[config.mk]
export PLATFORM = sky130hd
export DESIGN_NAME = chunked_add_sub
export DESIGN_NICKNAME = d
export VERILOG_FILES = /design/src/rtl/chunked_add_sub_pkg.sv /design/src/rtl/chunk_adder.sv /design/src/rtl/chunked_add_sub.sv
export SDC_FILE = /design/constraint.sdc
export NUM_CORES = 1
export LEC_CHECK = 0
export BUFFER_PORTS_ARGS = -buffer_cell sky130_fd_sc_hd__buf_2
export CAP_MARGIN = 20
export CORE_MARGIN = 8
export CORE_UTILIZATION = 49
export DETAILED_ROUTE_END_ITERATION = 12
export PLACE_DENSITY = 0.76
export SYNTH_ARGS = -nofsm -noshare
export SYNTH_HDL_FRONTEND = slang
export SYNTH_SLANG_ARGS = --single-unit
[constraint.sdc]
create_clock -name clk_i -period 3.5 [get_ports clk_i]
set_input_delay 0.175 -clock clk_i [delete_from_list [all_inputs] [get_ports clk_i]]
set_output_delay 0.175 -clock clk_i [all_outputs]
set_load 0.01 [all_outputs]
[src/rtl/chunked_add_sub_pkg.sv]
// rtl/chunked_add_sub_pkg.sv - shared state encoding and sizing helper for chunked_add_sub
package chunked_add_sub_pkg;

    typedef enum logic [1:0] {
        ST_IDLE = 2'd0,
        ST_RUN  = 2'd1,
        ST_DONE = 2'd2
    } state_e;

    // Chunk index counter needs at least one bit even when there is a single chunk.
    function automatic int idx_width(input int nchunk);
        return (nchunk > 1) ? $clog2(nchunk) : 1;
    endfunction

endpackage

[src/rtl/chunk_adder.sv]
// rtl/chunk_adder.sv - combinational CHUNK-bit ripple adder for one slice
module chunk_adder #(
    parameter int CHUNK = 4
) (
    input  logic [CHUNK-1:0] a_i,
    input  logic [CHUNK-1:0] b_i,
    input  logic             cin_i,
    output logic [CHUNK-1:0] sum_o,
    output logic             cout_o
);

    logic [CHUNK:0] carry;

    always_comb begin
        carry    = '0;
        sum_o    = '0;
        carry[0] = cin_i;
        for (int i = 0; i < CHUNK; i++) begin
            sum_o[i]     = a_i[i] ^ b_i[i] ^ carry[i];
            carry[i + 1] = (a_i[i] & b_i[i]) | (carry[i] & (a_i[i] ^ b_i[i]));
        end
        cout_o = carry[CHUNK];
    end

endmodule

[src/rtl/chunked_add_sub.sv]
// rtl/chunked_add_sub.sv - multi-cycle add/sub, one CHUNK-bit slice per clock, LSB first
module chunked_add_sub
    import chunked_add_sub_pkg::*;
#(
    parameter int PROC_SIZE = 16,
    parameter int CHUNK     = 4
) (
    input  logic                 clk_i,
    input  logic                 rst_ni,
    input  logic                 in_valid_i,
    output logic                 in_ready_o,
    input  logic [PROC_SIZE-1:0] a_i,
    input  logic [PROC_SIZE-1:0] b_i,
    input  logic                 sub_i,
    input  logic                 cin_i,
    output logic                 out_valid_o,
    input  logic                 out_ready_i,
    output logic [PROC_SIZE-1:0] sum_o,
    output logic                 cout_o,
    output logic                 overflow_o,
    output logic                 busy_o
);

    localparam int NCHUNK = PROC_SIZE / CHUNK;
    localparam int IDX_W  = idx_width(NCHUNK);
    localparam int MSB    = PROC_SIZE - 1;
    localparam logic [IDX_W-1:0] LAST_IDX = IDX_W'(NCHUNK - 1);

    if (CHUNK < 1 || CHUNK > PROC_SIZE || (PROC_SIZE % CHUNK) != 0) begin : g_bad_cfg
        $error("chunked_add_sub: CHUNK must divide PROC_SIZE and lie in 1..PROC_SIZE");
    end

    state_e               state_q;
    logic [IDX_W-1:0]     idx_q;
    logic [IDX_W-1:0]     idx_d;
    logic [PROC_SIZE-1:0] a_q;
    logic [PROC_SIZE-1:0] b_q;
    logic                 carry_q;
    logic [PROC_SIZE-1:0] sum_q;
    logic                 cout_q;
    logic                 overflow_q;
    logic                 in_ready_q;
    logic                 out_valid_q;
    logic                 busy_q;

    logic [CHUNK-1:0] a_chunk;
    logic [CHUNK-1:0] b_chunk;
    logic [CHUNK-1:0] s_chunk;
    logic             c_chunk;

    assign idx_d   = idx_q + 1'b1;
    assign a_chunk = a_q[idx_q*CHUNK +: CHUNK];
    assign b_chunk = b_q[idx_q*CHUNK +: CHUNK];

    chunk_adder #(.CHUNK(CHUNK)) u_chunk_adder (
        .a_i    (a_chunk),
        .b_i    (b_chunk),
        .cin_i  (carry_q),
        .sum_o  (s_chunk),
        .cout_o (c_chunk)
    );

    always_ff @(posedge clk_i or negedge rst_ni) begin
        if (!rst_ni) begin
            state_q     <= ST_IDLE;
            idx_q       <= '0;
            a_q         <= '0;
            b_q         <= '0;
            carry_q     <= 1'b0;
            sum_q       <= '0;
            cout_q      <= 1'b0;
            overflow_q  <= 1'b0;
            in_ready_q  <= 1'b0;
            out_valid_q <= 1'b0;
            busy_q      <= 1'b0;
        end else begin
            case (state_q)
                ST_IDLE: begin
                    in_ready_q <= 1'b1;
                    if (in_valid_i && in_ready_q) begin
                        // Subtraction is A + ~B + 1, so B is inverted and carry seeded here.
                        a_q        <= a_i;
                        b_q        <= b_i ^ {PROC_SIZE{sub_i}};
                        carry_q    <= sub_i ? 1'b1 : cin_i;
                        idx_q      <= '0;
                        in_ready_q <= 1'b0;
                        busy_q     <= 1'b1;
                        state_q    <= ST_RUN;
                    end
                end
                ST_RUN: begin
                    sum_q[idx_q*CHUNK +: CHUNK] <= s_chunk;
                    carry_q <= c_chunk;
                    idx_q   <= idx_d;
                    if (idx_q == LAST_IDX) begin
                        idx_q       <= '0;
                        cout_q      <= c_chunk;
                        overflow_q  <= (a_q[MSB] == b_q[MSB]) && (s_chunk[CHUNK-1] != a_q[MSB]);
                        out_valid_q <= 1'b1;
                        state_q     <= ST_DONE;
                    end
                end
                ST_DONE: begin
                    if (out_ready_i) begin
                        out_valid_q <= 1'b0;
                        busy_q      <= 1'b0;
                        in_ready_q  <= 1'b1;
                        state_q     <= ST_IDLE;
                    end
                end
                default: begin
                    state_q <= ST_IDLE;
                end
            endcase
        end
    end

    assign in_ready_o  = in_ready_q;
    assign out_valid_o = out_valid_q;
    assign sum_o       = sum_q;
    assign cout_o      = cout_q;
    assign overflow_o  = overflow_q;
    assign busy_o      = busy_q;

endmodule

==> results of run 1 <==
## cells in the mapped netlist, drive strengths merged
master	n	area, um^2
a22o	8	70.1
o21a	1	7.51
nand2b	2	12.5
o2bb2ai	4	35.0
nor4b	2	17.5
nand4bb	1	11.3
buf	10	61.3
mux4	8	180
o22ai	1	6.26
and3b	1	8.76
and4bb	1	12.5
inv	12	45.0
or4b	2	23.8
dfrtp	58	1450
nand3b	3	47.6
a21oi	3	15.0
fa	4	80.1
xnor2	16	140
and2b	1	7.51
clkbuf	5	18.8
o311ai	1	8.76
nand2	76	285
o21ai	23	123
and3	1	6.26
nand3	2	10.0
mux2	2	22.5
nor2	1	3.75
nor4bb	1	10.0
o31ai	3	22.5
ha	6	75.1
## cell families after synthesis
| group | share of synthesized area [%] |
|---|---|
| AND/OR/NAND/NOR | 16.2 |
| multiplexers | 7.19 |
| flip-flops | 51.5 |
| XOR/XNOR | 4.97 |
| adder cells (fa/ha/maj) | 5.50 |
| AO/OA/AOI/OAI | 10.2 |
| buffers and inverters | 4.44 |
## worst reg2reg max path: stages (launching register included)
cell	delay, ns
dfrtp_1	0.60
mux4_2	0.56
inv_1	0.10
fa_1	0.18
inv_1	0.05
fa_1	0.35
inv_1	0.08
fa_1	0.16
inv_1	0.05
fa_1	0.63
o22ai_1	0.14
mux2_2	0.26
## per-stage QoR
step           cell area, um^2  hold slack, ns  cells  power [mW]
6_report                  3470          0.0194    398        3.43
5_1_grt                   3470          0.0172    398        3.68
4_1_cts                   3470         0.00415    398        3.46
3_5_place_dp              3200           0.282    380        2.67
3_3_place_gp              3170           0.271    379        2.61
2_1_floorplan             2820          -0.121    259        2.19
## routing by layer
layer,vias to the layer above,part of all wire [%]
met4,0,2.1
met2,48,49
met5,-,0
met1,999,44
li1,998,-
met3,13,5.2
## report_power, final
part	switching, mW	internal [mW]	total [mW]
Sequential	0.222	0.949	1.17
Combinational	0.819	0.669	1.49
Clock	0.265	0.509	0.774
## final timing paths
| check | cells after the start | endpoint | start | slack, ns |
|---|---|---|---|---|
| setup / recovery | 11 | overflow_o$_DFFE_PN0P_ | idx_q[0]$_DFFE_PN0P_ | 0.22 |
| max in group asynchronous | 3 | sum_o[4]$_DFFE_PN0P_ | rst_ni | 2.24 |
| hold / removal | 3 | a_q[13]$_DFFE_PN0P_ | a_i[13] | 0.02 |
| hold reg to reg | 2 | sum_o[8]$_DFFE_PN0P_ | sum_o[8]$_DFFE_PN0P_ | 0.48 |
| min in group asynchronous | 2 | in_ready_o$_DFFE_PN0P_ | rst_ni | 0.43 |
| setup reg to reg | 11 | overflow_o$_DFFE_PN0P_ | idx_q[0]$_DFFE_PN0P_ | 0.22 |
## sequential cells by signal, indices dropped and copies added (netlist names)
name	flops
a_q	16
b_q	16
busy_o	1
carry_q	1
cout_o	1
idx_q	2
in_ready_o	1
out_valid_o	1
overflow_o	1
state_q	2
sum_o	16
## cell usage in the layout (no fill, tap or decap), types with 3 or more instances in the layout
master and n:
inv_1 12, buf_2 58, bufinv_16 3, dfrtp_1 58
a22o_1 8, o2bb2ai_1 4, o21ai_0 19, xnor2_1 16
fa_1 4, clkbuf_8 11, o31ai_1 3, mux4_2 8
ha_1 6, a21oi_1 3, nand2_1 76, buf_4 5
## final cells by class
type                    count  area, um^2  share of cell area [%]
clock inverters             5         100                    2.89
repair buffers             66         375                    10.8
well taps                  72        90.1                    2.60
flip-flops and latches     58        1450                    41.9
multi-input cells         174        1250                    36.2
inverters                  12        45.0                    1.30
clock buffers              11         151                    4.37
==> impl_results.md, run 1 <==
* Crit path cell chain: mux4_2 -> inv_1 -> fa_1 -> inv_1 -> fa_1 -> inv_1 -> fa_1 -> inv_1 -> fa_1 -> o22ai_1 -> mux2_2
* Fin. max-slew vios at 0
* Routed vias at 2058
* Pwr dens at 990 mW/mm^2
* P_leak at 1.74 nW
* Number of fill cells in the layout at 474
* CTS resizes at 0
* Fin crit period at 3.28 ns
* RSZ-0062 raised after global routing: no
* Antenna violations before repair at 0
* Grt met3 use at 5.30%
* Worst-margin pin slew at 0.743 ns
* Root Buffer: clkbuf_8
* Status: finished clean
* Setup CP Type: reg -> reg
* Worst-Skew Late Latency at 0.34 ns
* Type of origin of the critical path: register
* Crit path max-delay family: adder cells
* Clock skew at 0.00376 ns
* CP Data Required Time at 3.73 ns
* Crit-path slowest cell: fa_1
* Slew HR at 50.5%
* GR Layer Usage met2 at 26.2%
* Final Setup Violations at 0
* VDD IR max at 0.000455 V
* Met1 usage at 18.4%
* Arrival @ worst endpoint at 3.51 ns
* Max_cap viols at 0
* First-pass GRT wire length at 10600 um
* HPWL after DPL at 4710 um
* CTS tree: yes
* Full die area at 0.00844 mm^2
* Share of cells above drive strength 1 at 30.1%
* Top Usage Layer GRT: met2
* Starting Density at 50.9%
* GP Congestion at 0.779
* Synthesized area per cell at 10.9 um^2
* WP buf/inv at 4
* Syn Std Cell Area at 0.00282 mm^2
* Final worst-path cycle share at 93.6%
* Min-delay worst type: in -> reg
* Pre-antenna DRT Iters at 4
* Final net count at 369
* Vias per cell at 5.17
* GRT Util Overall at 16.0%
* Synth warn at 0
* Die Ht at 91.9 um
* N_diodes at 0
* Crit path max fanout at 11
* Port Buffers at 58
* Vias in the first global route at 2265
* Die Width at 91.9 um
* Pre-CTS setup slack at 0.238 ns
* Fin worst setup slack at 0.223 ns
* Remaining global-route overflow at 0
* CTS Sinks at 58
* Crit-path max cell delay at 0.63 ns
* Core Util, Final at 62.6%
* CTS Buf Count at 9
* Post-detailed-route count of antenna-violating nets at 0
* Core Footprint at 0.00554 mm^2
* I/O Pins at 59
* Initial DRC count at 63
* H-tree depth at 3
* Pin count of the biggest net entering global routing at 37
* Drt wl/cell at 16.0 um
* Post-CTS setup buffer count at 0
* Syn nets at 307
* Row cnt at 27
* DRC at 0
* Syn-to-layout area delta at 23.0%
* Post-Synthesis Cells at 259
* Setup TNS at 0 ns
* Final hold vios at 0
* Hold_buf cts at 2
* Fmax at 305 MHz
* Post-Route WL at 6370 um
* Post-synthesis sequential area ratio at 51.5%
* Netlist cell types at 36
* Worst setup EP type: register
* Clock slew at reported path FFs at 0.06 ns
* Synth Register Bits at 58
* Clk buf depth at 2
Power figures use the tool's default switching activity.
==> run 2, diff against run 1 <==
- CORE_UTILIZATION: 49 -> 40
- PLACE_DENSITY: 0.76 -> not set
- SLEW_MARGIN: not set -> 40
- clock period: 3.5 -> 3.8 ns (I/O delays scaled with it)
==> impl_results.md, run 2 (same netlist as run 1, synthesis figures left out) <==
* Number of fill cells in the layout at 687 (was 474)
* Post-Route WL at 5970 um (was 6370 um)
* CTS Buf Count at 9 (unchanged)
* Core Footprint at 0.00679 mm^2 (was 0.00554 mm^2)
* HPWL after DPL at 4470 um (was 4710 um)
* Slew HR at 52.2% (was 50.5%)
* Initial DRC count at 56 (was 63)
* CP Data Required Time at 4.02 ns (was 3.73 ns)
* Share of cells above drive strength 1 at 28.5% (was 30.1%)
* Routed vias at 1987 (was 2058)
* Die Ht at 100 um (was 91.9 um)
* Final worst-path cycle share at 84.9% (was 93.6%)
* VDD IR max at 0.000354 V (was 0.000455 V)
* CTS Sinks at 58 (unchanged)
* Failing checks: hold timing
* Placed cell count at 402 (was 380)
* GP Congestion at 0.762 (was 0.779)
* Port Buffers at 58 (unchanged)
* Non-filler cells in the finished layout at 415 (was 398)
* Fin. max-slew vios at 0 (unchanged)
* Starting Density at 41.5% (was 50.9%)
* Min-delay worst type: in -> async (was in -> reg)
* Most frequent cells in the layout: nand2_1 (76), dfrtp_1 (58), buf_2 (58), o21ai_0 (19), xnor2_1 (16) (unchanged)
* R2r endpoint: overflow_o$_DFFE_PN0P_ (unchanged)
* CTS resizes at 0 (unchanged)
* Clk buf depth at 2 (unchanged)
* Type of origin of the critical path: register (unchanged)
* Post-detailed-route count of antenna-violating nets at 0 (unchanged)
* Clock skew at 0.00381 ns (was 0.00376 ns)
* Setup CP Type: reg -> reg (unchanged)
* Max_cap viols at 0 (unchanged)
* H-tree depth at 3 (unchanged)
* Die Width at 100 um (was 91.9 um)
* Pin count of the biggest net entering global routing at 59 (was 37)
* Status: complete, but fails checks (was finished clean)
* Final Setup Violations at 0 (unchanged)
* R2R depth at 9 (was 11)
* Clock slew at reported path FFs at 0.06 ns (about the same)
* Fin area at 0.00336 mm^2 (was 0.00347 mm^2)
* Drt wl/cell at 14.4 um (was 16.0 um)
* Worst R2R Start: idx_q[0]$_DFFE_PN0P_ (unchanged)
* CTS tree: yes (unchanged)
* Worst setup EP type: register (unchanged)
* DP Area at 0.00320 mm^2 (about the same)
* Root Buffer: clkbuf_8 (unchanged)
* Worst-Skew Late Latency at 0.33 ns (was 0.34 ns)
* Most common cell after layout, fill and taps aside: nand2_1 (unchanged)
* Fmax at 310 MHz (was 305 MHz)
* Post-CTS setup buffer count at 0 (unchanged)
* Antenna violations before repair at 0 (unchanged)
* I/O Pins at 59 (unchanged)
* Crit path max fanout at 11 (unchanged)
* Syn-to-layout area delta at 19.1% (was 23.0%)
* GRT Util Overall at 13.1% (was 16.0%)
* Vias in the first global route at 2097 (was 2265)
* Setup TNS at 0 ns (unchanged)
* Fin crit period at 3.23 ns (was 3.28 ns)
* First-pass GRT wire length at 10300 um (was 10600 um)
* P_leak at 1.67 nW (was 1.74 nW)
* Row cnt at 30 (was 27)
* Worst reg2reg setup slack at 0.57 ns (was 0.22 ns)
* Register Area at 0.00145 mm^2 (unchanged)
* Final net count at 365 (was 369)
* Pre-antenna DRT Iters at 4 (unchanged)
* Worst-margin pin slew at 0.718 ns (was 0.743 ns)
* Arrival @ worst endpoint at 3.44 ns (was 3.51 ns)
* DRC at 0 (unchanged)
* Full die area at 0.00999 mm^2 (was 0.00844 mm^2)
* Final hold vios at 1 (was 0)
* Pwr dens at 863 mW/mm^2 (was 990 mW/mm^2)
* Hold_buf cts at 0 (was 2)
* Vias per cell at 4.79 (was 5.17)
* N_diodes at 0 (unchanged)
* Area of the multi-input gates at 0.00126 mm^2 (was 0.00125 mm^2)
* RSZ-0062 raised after global routing: no (unchanged)
* Worst Hold Margin at -0.00204 ns (was 0.0194 ns)
* Remaining global-route overflow at 0 (unchanged)
-- run 2: cell count changes in the layout (fill, tap and decap cells not counted), sizes merged --
cell         before  now
clkbuf           11   13
bufinv            3    0
buf              64   62
dlygate4sd3       2    0
clkinv            2    0
-- run 2: stage by stage --
stage	total power, mW	worst slack (ns)	utilization, %
4_1_cts	2.95	0.539	49.4
2_1_floorplan	2.02	0.589	-
6_report	2.90	0.574	49.4
5_1_grt	3.16	0.389	49.4
3_5_place_dp	2.47	0.552	47.1
3_3_place_gp	2.44	0.607	47.1
-- run 2: cell type report --
cell class	instances	area share, %
inverter	12	1.34
tap	96	3.58
clock buffer	13	4.73
timing repair buffer	62	9.54
multi-input combinational	174	37.6
sequential	58	43.2
-- run 2: power by group --
part	leakage, nW	switching (mW)	total [mW]	internal (mW)
Clock	0.0815	0.217	0.479	0.262
Sequential	0.741	0.209	1.08	0.875
Combinational	0.849	0.740	1.34	0.597
-- run 2: routing by layer --
metal | share of wire (%) | vias up | track usage, %
li1 | - | 989 | -
met1 | 49 | 941 | 17.1
met2 | 44 | 46 | 19.1
met3 | 5.6 | 11 | 4.71
met4 | 1.4 | 0 | 5.24
met5 | 0 | - | 0
-- run 2: how the worst max path moves through the flow --
stage          slack, ns                     end            startpoint
6_report            0.57  overflow_o$_DFFE_PN0P_  idx_q[0]$_DFFE_PN0P_
5_1_grt             0.39  overflow_o$_DFFE_PN0P_  idx_q[0]$_DFFE_PN0P_
3_5_place_dp        0.55  overflow_o$_DFFE_PN0P_  idx_q[0]$_DFFE_PN0P_
3_3_place_gp        0.61  overflow_o$_DFFE_PN0P_  idx_q[0]$_DFFE_PN0P_
2_1_floorplan       0.59  overflow_o$_DFFE_PN0P_  idx_q[0]$_DFFE_PN0P_
4_1_cts             0.54  overflow_o$_DFFE_PN0P_  idx_q[0]$_DFFE_PN0P_
-- run 2: worst max-delay path: stages (launching register included) --
cell and delay [ns]:
dfrtp_1 0.57, buf_4 0.27, mux4_2 0.54, fa_1 0.42
inv_1 0.07, fa_1 0.16, inv_1 0.05, fa_1 0.63
o22ai_1 0.14, mux2_2 0.26
==> run 3, diff against run 2 <==
- clock period: 3.8 -> 3.2 ns (I/O delays scaled with it)
==> impl_results.md, run 3 (same netlist as run 1, synthesis figures left out) <==
* Antenna violations before repair at 0 (unchanged)
* Vias per cell at 4.75 (was 4.79)
* I/O Pins at 59 (unchanged)
* Crit-path slowest cell: fa_1 (unchanged)
* RSZ-0062 raised after global routing: no (unchanged)
* CTS resizes at 0 (unchanged)
* Row cnt at 30 (unchanged)
* Worst setup EP type: register (unchanged)
* Met1 Wirelength at 2910 um (about the same)
* GP Congestion at 0.747 (was 0.762)
* Type of origin of the critical path: register (unchanged)
* Highest Signal Layer: met4 (unchanged)
* P_leak at 1.71 nW (was 1.67 nW)
* Root Buffer: clkbuf_8 (unchanged)
* Worst reg2reg setup slack at 0.30 ns (was 0.57 ns)
* Post-detailed-route count of antenna-violating nets at 0 (unchanged)
* Die Width at 100 um (unchanged)
* Worst-margin pin slew at 0.558 ns (was 0.718 ns)
* Most frequent cells in the layout: nand2_1 (76), dfrtp_1 (58), buf_2 (57), o21ai_0 (19), xnor2_1 (16) (was nand2_1 (76), dfrtp_1 (58), buf_2 (58), o21ai_0 (19), xnor2_1 (16))
* Initial DRC count at 48 (was 56)
* Fin crit period at 2.90 ns (was 3.23 ns)
* Final worst-path cycle share at 90.8% (was 84.9%)
* Min-delay worst type: in -> reg (was in -> async)
* Drt wl/cell at 14.5 um (was 14.4 um)
* Worst setup path start: idx_q[0]$_DFFE_PN0P_ (unchanged)
* GRT Util Overall at 13.5% (was 13.1%)
* Setup CP Type: reg -> reg (unchanged)
* Max_cap viols at 0 (unchanged)
* DRC at 0 (unchanged)
* Crit path max-delay family: adder cells (unchanged)
* Crit path cell chain: mux4_2 -> inv_1 -> fa_1 -> inv_1 -> fa_1 -> inv_1 -> fa_1 -> inv_1 -> fa_1 -> nand2b_1 -> o22ai_1 -> mux2_2 (was buf_4 -> mux4_2 -> fa_1 -> inv_1 -> fa_1 -> inv_1 -> fa_1 -> o22ai_1 -> mux2_2)
* Starting Density at 41.5% (unchanged)
* Fmax at 344 MHz (was 310 MHz)
* Pwr dens at 1030 mW/mm^2 (was 863 mW/mm^2)
* Hold_buf cts at 3 (was 0)
* Routed wl met2 at 2790 um (was 2640 um)
* Status: finished clean (was complete, but fails checks)
* Fin area at 0.00344 mm^2 (was 0.00336 mm^2)
* CTS Sinks at 58 (unchanged)
* Final net count at 372 (was 365)
* Final hold vios at 0 (was 1)
* WP buf/inv at 4 (was 3)
* Arrival @ worst endpoint at 3.13 ns (was 3.44 ns)
* HPWL after DPL at 4670 um (was 4470 um)
* Full die area at 0.00999 mm^2 (unchanged)
* Share of cells above drive strength 1 at 30.1% (was 28.5%)
* Core Footprint at 0.00679 mm^2 (unchanged)
* Fin. max-slew vios at 0 (unchanged)
* Core Util, Final at 50.7% (was 49.4%)
* Port Buffers at 58 (unchanged)
* Worst-Skew Late Latency at 0.34 ns (was 0.33 ns)
* Worst path depth at 12 (was 9)
* Worst Hold Margin at 0.00782 ns (was -0.00204 ns)
* Worst R2R Start: idx_q[0]$_DFFE_PN0P_ (unchanged)
* R2r endpoint: overflow_o$_DFFE_PN0P_ (unchanged)
* N_diodes at 0 (unchanged)
* Clock skew at 0.00764 ns (was 0.00381 ns)
* CTS tree: yes (unchanged)
* CTS Buf Count at 9 (unchanged)
* Vias in the first global route at 2190 (was 2097)
* Most common cell after layout, fill and taps aside: nand2_1 (unchanged)
* VDD IR max at 0.000536 V (was 0.000354 V)
* H-tree depth at 3 (unchanged)
* Die Ht at 100 um (unchanged)
* DP Area at 0.00324 mm^2 (was 0.00320 mm^2)
* Slew HR at 62.7% (was 52.2%)
* Worst setup path end: overflow_o$_DFFE_PN0P_ (unchanged)
* Clock slew at reported path FFs at 0.07 ns (was 0.06 ns)
* Syn-to-layout area delta at 22.2% (was 19.1%)
* Pre-antenna DRT Iters at 4 (unchanged)
* Final Setup Violations at 0 (unchanged)
* Post-CTS setup buffer count at 0 (unchanged)
* First-pass GRT wire length at 10500 um (was 10300 um)
* Crit-path max cell delay at 0.44 ns (was 0.63 ns)
* R2R depth at 12 (was 9)
* Routed wl met3 at 378 um (was 333 um)
* Routed vias at 2017 (was 1987)
* Clk buf depth at 2 (unchanged)
* Crit path max fanout at 4 (was 11)
* Setup TNS at 0 ns (unchanged)
* Remaining global-route overflow at 0 (unchanged)
* Pin count of the biggest net entering global routing at 43 (was 59)
* CP Data Required Time at 3.42 ns (was 4.02 ns)
* Post-Route WL at 6140 um (was 5970 um)
[run 3: layer usage]
metal  vias up  GRT usage [%]
li1       1001              -
met4         0           3.84
met2        51           20.7
met5         -              0
met3         9           5.74
met1       956           16.7
[run 3: power breakdown]
part	total (mW)	switching (mW)	internal, mW
sequential	1.27	0.228	1.04
clock	0.582	0.285	0.297
combinational	1.69	0.916	0.774
total	3.54	1.43	2.11
[run 3: through the flow]
| step | worst slack, ns | std cells | power [mW] |
|---|---|---|---|
| after global routing | 0.138 | 425 | 3.84 |
| after global placement | 0.327 | 406 | 2.97 |
| after detailed placement | 0.285 | 406 | 3.01 |
| final | 0.295 | 425 | 3.54 |
| after floorplan | 0.0549 | 259 | 2.40 |
| after CTS | 0.284 | 425 | 3.60 |
[run 3: worst min-delay path, delay by kind of cell]
kind | cells | cell delay (ns)
buffers and inverters | 1 | 0.08
and+or+nand+nor | 2 | 0.08
[run 3: worst min-delay path by stage]
stage                       from                 endpoint  slack (ns)  cells after the start
after floorplan           rst_ni       a_q[0]$_DFFE_PN0P_       -0.14                      0
after global placement    rst_ni  out_valid_o$_DFFE_PN0P_        0.31                      1
after detailed placement  rst_ni  out_valid_o$_DFFE_PN0P_        0.16                      1
after CTS                 a_i[7]       a_q[7]$_DFFE_PN0P_       0.006                      3
after global routing      a_i[2]       a_q[2]$_DFFE_PN0P_       0.004                      3
final                     a_i[7]       a_q[7]$_DFFE_PN0P_       0.008                      3
[run 3: area by class of cell]
| cell class | count | area (um^2) |
|---|---|---|
| multi-input combinational | 174 | 1270 |
| timing repair buffer | 69 | 383 |
| inverter | 12 | 45.0 |
| tap | 96 | 120 |
| clock buffer | 11 | 141 |
| sequential | 58 | 1450 |
| clock inverter | 5 | 30.0 |
| fill | 656 | 3350 |
